<file path="config.mk">
export PLATFORM = sky130hd
export DESIGN_NAME = index_decoder_reg_flat
export DESIGN_NICKNAME = d
export VERILOG_FILES = /design/src/rtl/index_decoder_reg_if.sv /design/src/rtl/index_decoder_reg.sv /design/src/flat_wrapper.sv
export SDC_FILE = /design/constraint.sdc
export NUM_CORES = 1
export LEC_CHECK = 0
export ABC_AREA = 1
export CORE_MARGIN = 5
export CORE_UTILIZATION = 56
export CTS_BUF_LIST = sky130_fd_sc_hd__clkbuf_4 sky130_fd_sc_hd__clkbuf_8 sky130_fd_sc_hd__clkbuf_16
export DETAILED_ROUTE_END_ITERATION = 8
export PLACE_DENSITY = 0.81
export RECOVER_POWER = 25
export SYNTH_ARGS = -nofsm -noshare
export SYNTH_HDL_FRONTEND = slang
export SYNTH_SLANG_ARGS = --single-unit
</file>
<file path="constraint.sdc">
create_clock -name clk -period 8.1 [get_ports clk]
set_clock_uncertainty 0.1 [all_clocks]
set_input_delay 2.025 -clock clk [delete_from_list [all_inputs] [get_ports clk]]
set_output_delay 2.025 -clock clk [all_outputs]
set_load 0.03 [all_outputs]
</file>
<file path="src/rtl/index_decoder_reg_if.sv">
// index_decoder_reg_if
//   Command/response bundle for index_decoder_reg.
//   slave  : seen by the decoder (commands in, vector and one-hot out)
//   master : seen by the command source / consumer
//   Signals:
//     in_valid/in_ready  command handshake
//     in_idx, in_op      binary index and operation (0=SET 1=CLR 2=TOGGLE 3=LOAD)
//     clr_all            synchronous clear of the whole vector
//     vec, vec_count     registered request vector and its popcount
//     oh_valid/oh_ready  one-hot output handshake, oh = one-hot of last index
//     err                one-cycle pulse when an accepted index is out of range
interface index_decoder_reg_if #(
    parameter int OUT_WIDTH = 32
);
    localparam int IDX_WIDTH = $clog2(OUT_WIDTH);

    logic                 in_valid;
    logic                 in_ready;
    logic [IDX_WIDTH-1:0] in_idx;
    logic [1:0]           in_op;
    logic                 clr_all;
    logic [OUT_WIDTH-1:0] vec;
    logic [IDX_WIDTH:0]   vec_count;
    logic                 oh_valid;
    logic                 oh_ready;
    logic [OUT_WIDTH-1:0] oh;
    logic                 err;

    modport slave (
        input  in_valid, in_idx, in_op, clr_all, oh_ready,
        output in_ready, vec, vec_count, oh_valid, oh, err
    );

    modport master (
        output in_valid, in_idx, in_op, clr_all, oh_ready,
        input  in_ready, vec, vec_count, oh_valid, oh, err
    );
endinterface

</file>
<file path="src/rtl/index_decoder_reg.sv">
// index_decoder_reg
//   Registered binary-index-to-vector decoder: write side of the request
//   bitmap consumed by the priority encoders. Each accepted command updates
//   a persistent OUT_WIDTH-bit vector and emits a one-hot of its index
//   through a single-entry valid/ready output stage.
//   Ports:
//     clk    single clock, rising edge
//     rst_n  asynchronous active-low reset
//     bus    index_decoder_reg_if.slave (see interface for signal list)
module index_decoder_reg #(
    parameter int OUT_WIDTH = 32
) (
    input  logic               clk,
    input  logic               rst_n,
    index_decoder_reg_if.slave bus
);
    localparam int IDX_WIDTH = $clog2(OUT_WIDTH);
    // One extra bit so the range compare stays meaningful for power-of-two widths.
    localparam logic [IDX_WIDTH:0]   IDX_LIMIT = (IDX_WIDTH + 1)'(OUT_WIDTH);
    localparam logic [OUT_WIDTH-1:0] ONE       = OUT_WIDTH'(1);

    localparam logic [1:0] OP_SET  = 2'd0;
    localparam logic [1:0] OP_CLR  = 2'd1;
    localparam logic [1:0] OP_TOG  = 2'd2;

    logic [OUT_WIDTH-1:0] r_vec;
    logic [OUT_WIDTH-1:0] r_oh;
    logic [IDX_WIDTH:0]   r_count;
    logic                 r_oh_valid;
    logic                 r_err;

    logic [OUT_WIDTH-1:0] w_vec_nxt;
    logic [OUT_WIDTH-1:0] w_onehot;
    logic [IDX_WIDTH:0]   w_count_nxt;
    logic                 w_in_ready;
    logic                 w_accept;
    logic                 w_in_range;

    assign w_in_ready = !r_oh_valid || bus.oh_ready;
    assign w_accept   = bus.in_valid && w_in_ready;
    assign w_in_range = {1'b0, bus.in_idx} < IDX_LIMIT;
    assign w_onehot   = w_in_range ? (ONE << bus.in_idx) : '0;

    // clr_all overrides any vector effect of a same-cycle command.
    always_comb begin
        w_vec_nxt = r_vec;
        if (bus.clr_all) begin
            w_vec_nxt = '0;
        end else if (w_accept && w_in_range) begin
            case (bus.in_op)
                OP_SET:  w_vec_nxt = r_vec | w_onehot;
                OP_CLR:  w_vec_nxt = r_vec & ~w_onehot;
                OP_TOG:  w_vec_nxt = r_vec ^ w_onehot;
                default: w_vec_nxt = w_onehot;
            endcase
        end
    end

    // Popcount of the next vector so vec_count lands on the same edge as vec.
    always_comb begin
        w_count_nxt = '0;
        for (int i = 0; i < OUT_WIDTH; i++) begin
            w_count_nxt = w_count_nxt + (IDX_WIDTH + 1)'(w_vec_nxt[i]);
        end
    end

    always_ff @(posedge clk or negedge rst_n) begin
        if (!rst_n) begin
            r_vec      <= '0;
            r_count    <= '0;
            r_oh       <= '0;
            r_oh_valid <= 1'b0;
            r_err      <= 1'b0;
        end else begin
            r_vec   <= w_vec_nxt;
            r_count <= w_count_nxt;
            r_err   <= w_accept && !w_in_range;
            if (w_accept) begin
                r_oh       <= w_onehot;
                r_oh_valid <= 1'b1;
            end else if (bus.oh_ready) begin
                r_oh_valid <= 1'b0;
            end
        end
    end

    assign bus.in_ready  = w_in_ready;
    assign bus.vec       = r_vec;
    assign bus.vec_count = r_count;
    assign bus.oh        = r_oh;
    assign bus.oh_valid  = r_oh_valid;
    assign bus.err       = r_err;
endmodule

</file>
<file path="src/flat_wrapper.sv">
// flat-port wrapper written by rule: the top's interface ports become plain ports
module index_decoder_reg_flat 
#(
    parameter int OUT_WIDTH = 32
)
  (clk, rst_n, bus_in_valid, bus_in_idx, bus_in_op, bus_clr_all, bus_oh_ready, bus_in_ready, bus_vec, bus_vec_count, bus_oh_valid, bus_oh, bus_err);
  index_decoder_reg_if #(.OUT_WIDTH(OUT_WIDTH)) bus_i ();
  input  logic clk;
  input  logic rst_n;
  input wire logic [$bits(bus_i.in_valid)-1:0] bus_in_valid;
  input wire logic [$bits(bus_i.in_idx)-1:0] bus_in_idx;
  input wire logic [$bits(bus_i.in_op)-1:0] bus_in_op;
  input wire logic [$bits(bus_i.clr_all)-1:0] bus_clr_all;
  input wire logic [$bits(bus_i.oh_ready)-1:0] bus_oh_ready;
  output wire logic [$bits(bus_i.in_ready)-1:0] bus_in_ready;
  output wire logic [$bits(bus_i.vec)-1:0] bus_vec;
  output wire logic [$bits(bus_i.vec_count)-1:0] bus_vec_count;
  output wire logic [$bits(bus_i.oh_valid)-1:0] bus_oh_valid;
  output wire logic [$bits(bus_i.oh)-1:0] bus_oh;
  output wire logic [$bits(bus_i.err)-1:0] bus_err;
  assign bus_i.in_valid = bus_in_valid;
  assign bus_i.in_idx = bus_in_idx;
  assign bus_i.in_op = bus_in_op;
  assign bus_i.clr_all = bus_clr_all;
  assign bus_i.oh_ready = bus_oh_ready;
  assign bus_in_ready = bus_i.in_ready;
  assign bus_vec = bus_i.vec;
  assign bus_vec_count = bus_i.vec_count;
  assign bus_oh_valid = bus_i.oh_valid;
  assign bus_oh = bus_i.oh;
  assign bus_err = bus_i.err;
  index_decoder_reg #(.OUT_WIDTH(OUT_WIDTH)) u_core (.clk(clk), .rst_n(rst_n), .bus(bus_i));
endmodule
</file>
==> metrics.cfg, run 1 <==
[critical_path]
cp-end-kind=register
cp-start-kind=primary input
critPathMaxFanout=14
reg2reg_from=u_core.bus.oh_valid$_DFFE_PN0P_
crit_type=primary input to register
cp.required_ns=8.25
critPathLaunch=bus_in_idx[2]
arrival_ns=8.05

[global_routing]
grt_overflow=0
antenna_found_initial=0
grt_pass1_vias=5839
grt_pass1_wl_mm=28.7
grt_max_degree=72
grt_usage_pct=27.6

[drt]
drt_iter0_drc=528
wirelength_mm=17.1
firstDrtPassIters=5
wl_per_cell_um=15.2
vias_per_cell=5.29
vias=5959
ant_nets=0
drc=0

[yosys]
yosysTopAreaCellShare_pct=29.1
synth_top_family_by_area=simple AND/OR/NAND/NOR gates
synth-seq-cells=71
synthCells=850
synth_area_um2=6110
synth_compound_area_share_pct=6.06
synth.area.top_cells=dfrtp_1, ha_1, nand2_1
synth_mux_area_share_pct=0
synthSimpleGateAreaFrac_pct=28.2
synth_top_area_cell=dfrtp_1
ys_types=24
synthAdderAreaFrac_pct=22.6
yosysSeqAreaShare_pct=29.1
synth_xor_area_share_pct=0.430
syn_nets=958
yosysWarnings=0
avgSynthCellArea_um2=7.18

[final_layout]
fillers=871
fin_util_pct=71.9
nNetsFinal=1089
instances_no_fill=1126
drive_gt1_share_pct=11.3
final_common_cell=nand2_1
design_area_um2=7720
layout_common_cells=nand2_1, inv_1, nor2_1
diodes=0
syn2layout_area_growth_pct=26.5

[timing]
hold_violations=0
worst_hold_slack_ns=0.389
max_freq_ghz=0.127
worstMarginPinSlew_ns=3.92
drv_slew=72
period_share_pct=97.4
relSlewSlack_pct=-161
fin_crit_ns=7.89
finalSetupViolCount=0

[clock_network]
cts.sinks=71
cts_tree=built
cts-root-buf=clkbuf_8
htreeDepth=3
cts_max_path_buffers=2
cts_buffers=9
postCtsHoldBufs=0
cts.clk_slew.worst_paths_ns=0.09
insertion_delay_ns=0.37

[power_and_ir_drop]
powerDensity_nw_per_um2=188
peakVddDrop_mv=0.345
p_leak_uw=0.00415

[die]
core_um2=10700
fp.dieH_um=114
dieArea_um2=13100
num_rows=38
ios=85
start_util_pct=56.8
die_w_um=114

[placed_design]
dpl.hpwl_mm=13.0
gp_congestion=0.997
portBuffers=83
dpl_cell_area_um2=7520
placed_cells=1109

[hold_path]
hp-start=u_core.bus.oh[29]$_DFFE_PN0P_
hold_class=register to register

[job]
maxCapViolations=1

[run_status]
violations=max-capacitance violations, max-slew violations
status=finished, violations left

==> power breakdown <==
group / switching, µW / internal [µW]
combinational: 441 / 313
sequential: 22.6 / 399
clock: 159 / 121
total: 622 / 832
==> Yosys cell counts <==
cell type  instances
ha_1              72
o21ai_0           24
buf_6              1
inv_1            153
xor2_1             3
o21a_1            11
clkbuf_1           6
buf_1              3
fa_1              24
nand4_1           24
nand3_1           85
inv_2              2
conb_1             1
a21oi_1           32
buf_2             28
dfrtp_1           71
nor2_2             3
clkbuf_2           1
nand2_2            3
buf_4              7
nand2_1          205
nor2_1            89
a21boi_0           1
nand3b_1           1
==> final timing paths <==
path	slack, ns	endpoint	cells after the start
max	0.21	u_core.bus.vec_count[4]$_DFF_PN0_	23
min reg2reg	0.39	u_core.bus.oh[29]$_DFFE_PN0P_	2
max in group asynchronous	2.79	u_core.bus.oh[19]$_DFFE_PN0P_	1
max reg2reg	2.22	u_core.bus.vec_count[4]$_DFF_PN0_	20
min in group asynchronous	2.91	u_core.bus.vec[10]$_DFF_PN0_	1
min	0.39	u_core.bus.oh[29]$_DFFE_PN0P_	2
==> worst max-delay path, cell delays in order <==
cell             delay (ns)
clkdlybuf4s50_1        0.53
buf_4                  0.23
nand4_1                0.21
ha_1                   0.34
nand3_1                0.08
nand2_1                0.09
inv_1                  0.05
nand2_1                0.07
nand3_2                0.10
fa_1                   0.51
fa_1                   0.56
inv_1                  0.06
fa_1                   0.48
inv_1                  0.05
fa_1                   0.49
fa_1                   0.52
inv_1                  0.05
fa_1                   0.45
fa_1                   0.41
fa_1                   0.41
nand3_1                0.10
nand3_1                0.08
xor2_1                 0.14
==> metal layers <==
| layer | vias up | part of all wire [%] | track usage [%] |
|---|---|---|---|
| met5 | - | 0 | 0 |
| met4 | 0 | 2.9 | 9.74 |
| li1 | 2871 | - | - |
| met1 | 2780 | 42 | 37.2 |
| met2 | 258 | 47 | 44.0 |
| met3 | 50 | 8.4 | 5.60 |
==> state kept, by name (all words and copies together), names as in the netlist <==
name	cells
u_core.bus.oh	32
u_core.bus.vec	32
u_core.bus.vec_count	6
u_core.bus.oh_valid	1
==> metrics by stage <==
stage / TNS (ns) / power [µW] / setup slack (ns)
detailed placement: -0.412 / 1190 / -0.223
CTS: 0 / 1470 / 0.163
global route: -0.0357 / 1580 / -0.0357
finish: 0 / 1450 / 0.209
floorplan: 0 / 941 / 0.312
global placement: -0.220 / 1170 / -0.125
==> repair_timing <==
item | CTS | global route
resized for setup | 0 | 7
endpoints found under the setup margin | 0 | 2
buffers inserted | 0 | 1
==> cells by family (layout without fill, tap and decap cells) <==
| kind of cell | after synthesis | after routing |
|---|---|---|
| DFF | 71 | 71 |
| xor gates and xnor gates | 3 | 3 |
| other | 1 | 1 |
| adders and majority gates | 96 | 96 |
| buffers and inverters | 201 | 337 |
| AOI/OAI and AO/OA | 68 | 68 |
| and+or+nand+nor | 410 | 410 |
==> cell type report <==
type                            instances  area (µm²)  share of cell area, %
Tap cell                              140         175                   2.27
Timing Repair Buffer                  166        1490                   19.3
Sequential cell                        71        1780                   23.0
Clock inverter                          6        45.0                  0.583
Multi-Input combinational cell        578        3520                   45.5
Clock buffer                           10         138                   1.78
Inverter                              155         582                   7.53
No activity file was read; power rests on OpenSTA's default activity.
==> run 2, diff against run 1 <==
- CORE_MARGIN: 5 -> 2
==> metrics.cfg, run 2 (synthesis results as in run 1) <==
[die]
core_um2=10700
num_rows=38
dieArea_um2=11800
die_w_um=108
start_util_pct=56.8
ios=85
fp.dieH_um=108

[clock_network]
cts_max_path_buffers=2
cts.clk_slew.worst_paths_ns=0.09
htreeDepth=3
insertion_delay_ns=0.37
cts_tree=built
cts-root-buf=clkbuf_8
cts.sinks=71
cts_buffers=9

[timing]
worstMarginPinSlew_ns=3.94
max_freq_ghz=0.127
drv_slew=72
timing.final.ws_setup_ns=0.243
hold_violations=0
fin_tns_setup_ns=0
relSlewSlack_pct=-163
worst_hold_slack_ns=0.387
fin_crit_ns=7.86
finalSetupViolCount=0
period_share_pct=97.0

[placed_design]
gp_congestion=0.962
dpl.hpwl_mm=12.5
pre_cts_ws_ns=-0.167
portBuffers=83

[power_and_ir_drop]
clock_power_share_pct=18.5
peakVddDrop_mv=0.293
p_leak_uw=0.00413
powerDensity_nw_per_um2=188
p_switching_uw=624
switching_share_pct=43.1
intPower_uw=825
comb_power_share_pct=52.3
pwr-share-seq_pct=29.1

[final_layout]
layout_common_cells=nand2_1, inv_1, nor2_1
final_common_cell=nand2_1
nNetsFinal=1084
fillers=883
fin_util_pct=71.5
diodes=0
syn2layout_area_growth_pct=25.8
drive_gt1_share_pct=10.7

[critical_path]
cp-start-kind=primary input
crit_end=u_core.bus.vec_count[4]$_DFF_PN0_
crit_type=primary input to register
cp.required_ns=8.25
r2r_end=u_core.bus.vec_count[4]$_DFF_PN0_
cpMostUsedCell=fa_1
cp_slowest_stage_delay_ns=0.58
arrival_ns=8.01
critPathMaxFanout=4
cp-end-kind=register
slowest_stage=fa_1
reg2reg_from=u_core.bus.oh_valid$_DFFE_PN0P_
path_cells=clkdlybuf4s50_1 -> inv_2 -> nand4_1 -> ha_1 -> nand2_1 -> nand2_1 -> nor2_1 -> nand2_1 -> nand2_1 -> nor2_1 -> ha_1 -> inv_1 -> fa_1 -> fa_1 -> fa_1 -> fa_1 -> fa_1 -> inv_1 -> fa_1 -> fa_1 -> fa_1 -> nand3_1 -> nand3_1 -> xor2_1
r2r_cells=20
critPathLaunch=bus_in_idx[2]
reg2reg_slack_ns=2.12

[job]
maxCapViolations=1

[drt]
vias=5997
firstDrtPassIters=5
wirelength_mm=16.9
ant_nets=0
vias_per_cell=5.35
wl_per_cell_um=15.1
drc=0
drt_iter0_drc=596

[global_routing]
grt_overflow=0
grt_pass1_vias=5498
grt_usage_pct=30.2
grt_max_degree=72
antenna_found_initial=0
grt_pass1_wl_mm=27.4

[hold_path]
hold_class=register to register

[run_status]
violations=max-capacitance violations, max-slew violations
status=finished, violations left

-- run 2: metal layers --
layer  wire [µm]  up-vias  global-route usage, %
met4         410        0                   9.80
met3        1710       44                   5.24
met2        7940      318                   49.2
met1        6840     2762                   40.8
met5           0        -                      0
li1            -     2873                      -
-- run 2: worst min-delay path by stage --
| stage | start | to | slack (ns) | cells past startpoint |
|---|---|---|---|---|
| 6_report | u_core.bus.oh[15]$_DFFE_PN0P_ | u_core.bus.oh[15]$_DFFE_PN0P_ | 0.39 | 2 |
| 2_1_floorplan | u_core.bus.oh[10]$_DFFE_PN0P_ | u_core.bus.oh[10]$_DFFE_PN0P_ | 0.56 | 2 |
| 4_1_cts | u_core.bus.oh[27]$_DFFE_PN0P_ | u_core.bus.oh[27]$_DFFE_PN0P_ | 0.39 | 2 |
| 5_1_grt | u_core.bus.oh[1]$_DFFE_PN0P_ | u_core.bus.oh[1]$_DFFE_PN0P_ | 0.41 | 1 |
| 3_5_place_dp | u_core.bus.oh[15]$_DFFE_PN0P_ | u_core.bus.oh[15]$_DFFE_PN0P_ | 0.37 | 2 |
| 3_3_place_gp | u_core.bus.oh[6]$_DFFE_PN0P_ | u_core.bus.oh[6]$_DFFE_PN0P_ | 0.37 | 2 |
-- run 2: power by group through the flow --
stage | sequential (µW) | combinational (µW) | clock, µW
floorplan | 498 | 443 | 0
global placement | 428 | 740 | 0
detailed placement | 429 | 766 | 0
CTS | 422 | 771 | 274
global route | 426 | 879 | 288
finish | 422 | 758 | 269
-- run 2: layout make-up --
class	instances	area, µm²	share of cell area (%)
Timing Repair Buffer	161	1470	19.1
Multi-Input combinational cell	578	3510	45.7
Sequential cell	71	1780	23.1
Inverter	155	582	7.57
Tap cell	140	175	2.28
Clock buffer	9	124	1.61
Clock inverter	7	48.8	0.635
-- run 2: critical path, delay by kind of cell --
kind          cells  cell delay, ns
fa+ha+maj        10            4.31
buf+inv           4            0.72
simple gates      9            0.79
xor+xnor          1            0.16
-- run 2: what timing repair did --
action | 4_1_cts | 5_1_grt
endpoints found under the hold margin | 0 | 0
gates resized for setup | 0 | 7
setup endpoints to repair | 0 | 2
setup buffers | 0 | 2
hold buffers | 0 | 0
-- run 2: through the flow --
stage / total power, µW / instance area, µm² / instances
finish: 1450 / 7680 / 1121
global route: 1590 / 7680 / 1121
CTS: 1470 / 7660 / 1119
detailed placement: 1190 / 7490 / 1103
global placement: 1170 / 7490 / 1103
floorplan: 941 / 6110 / 850
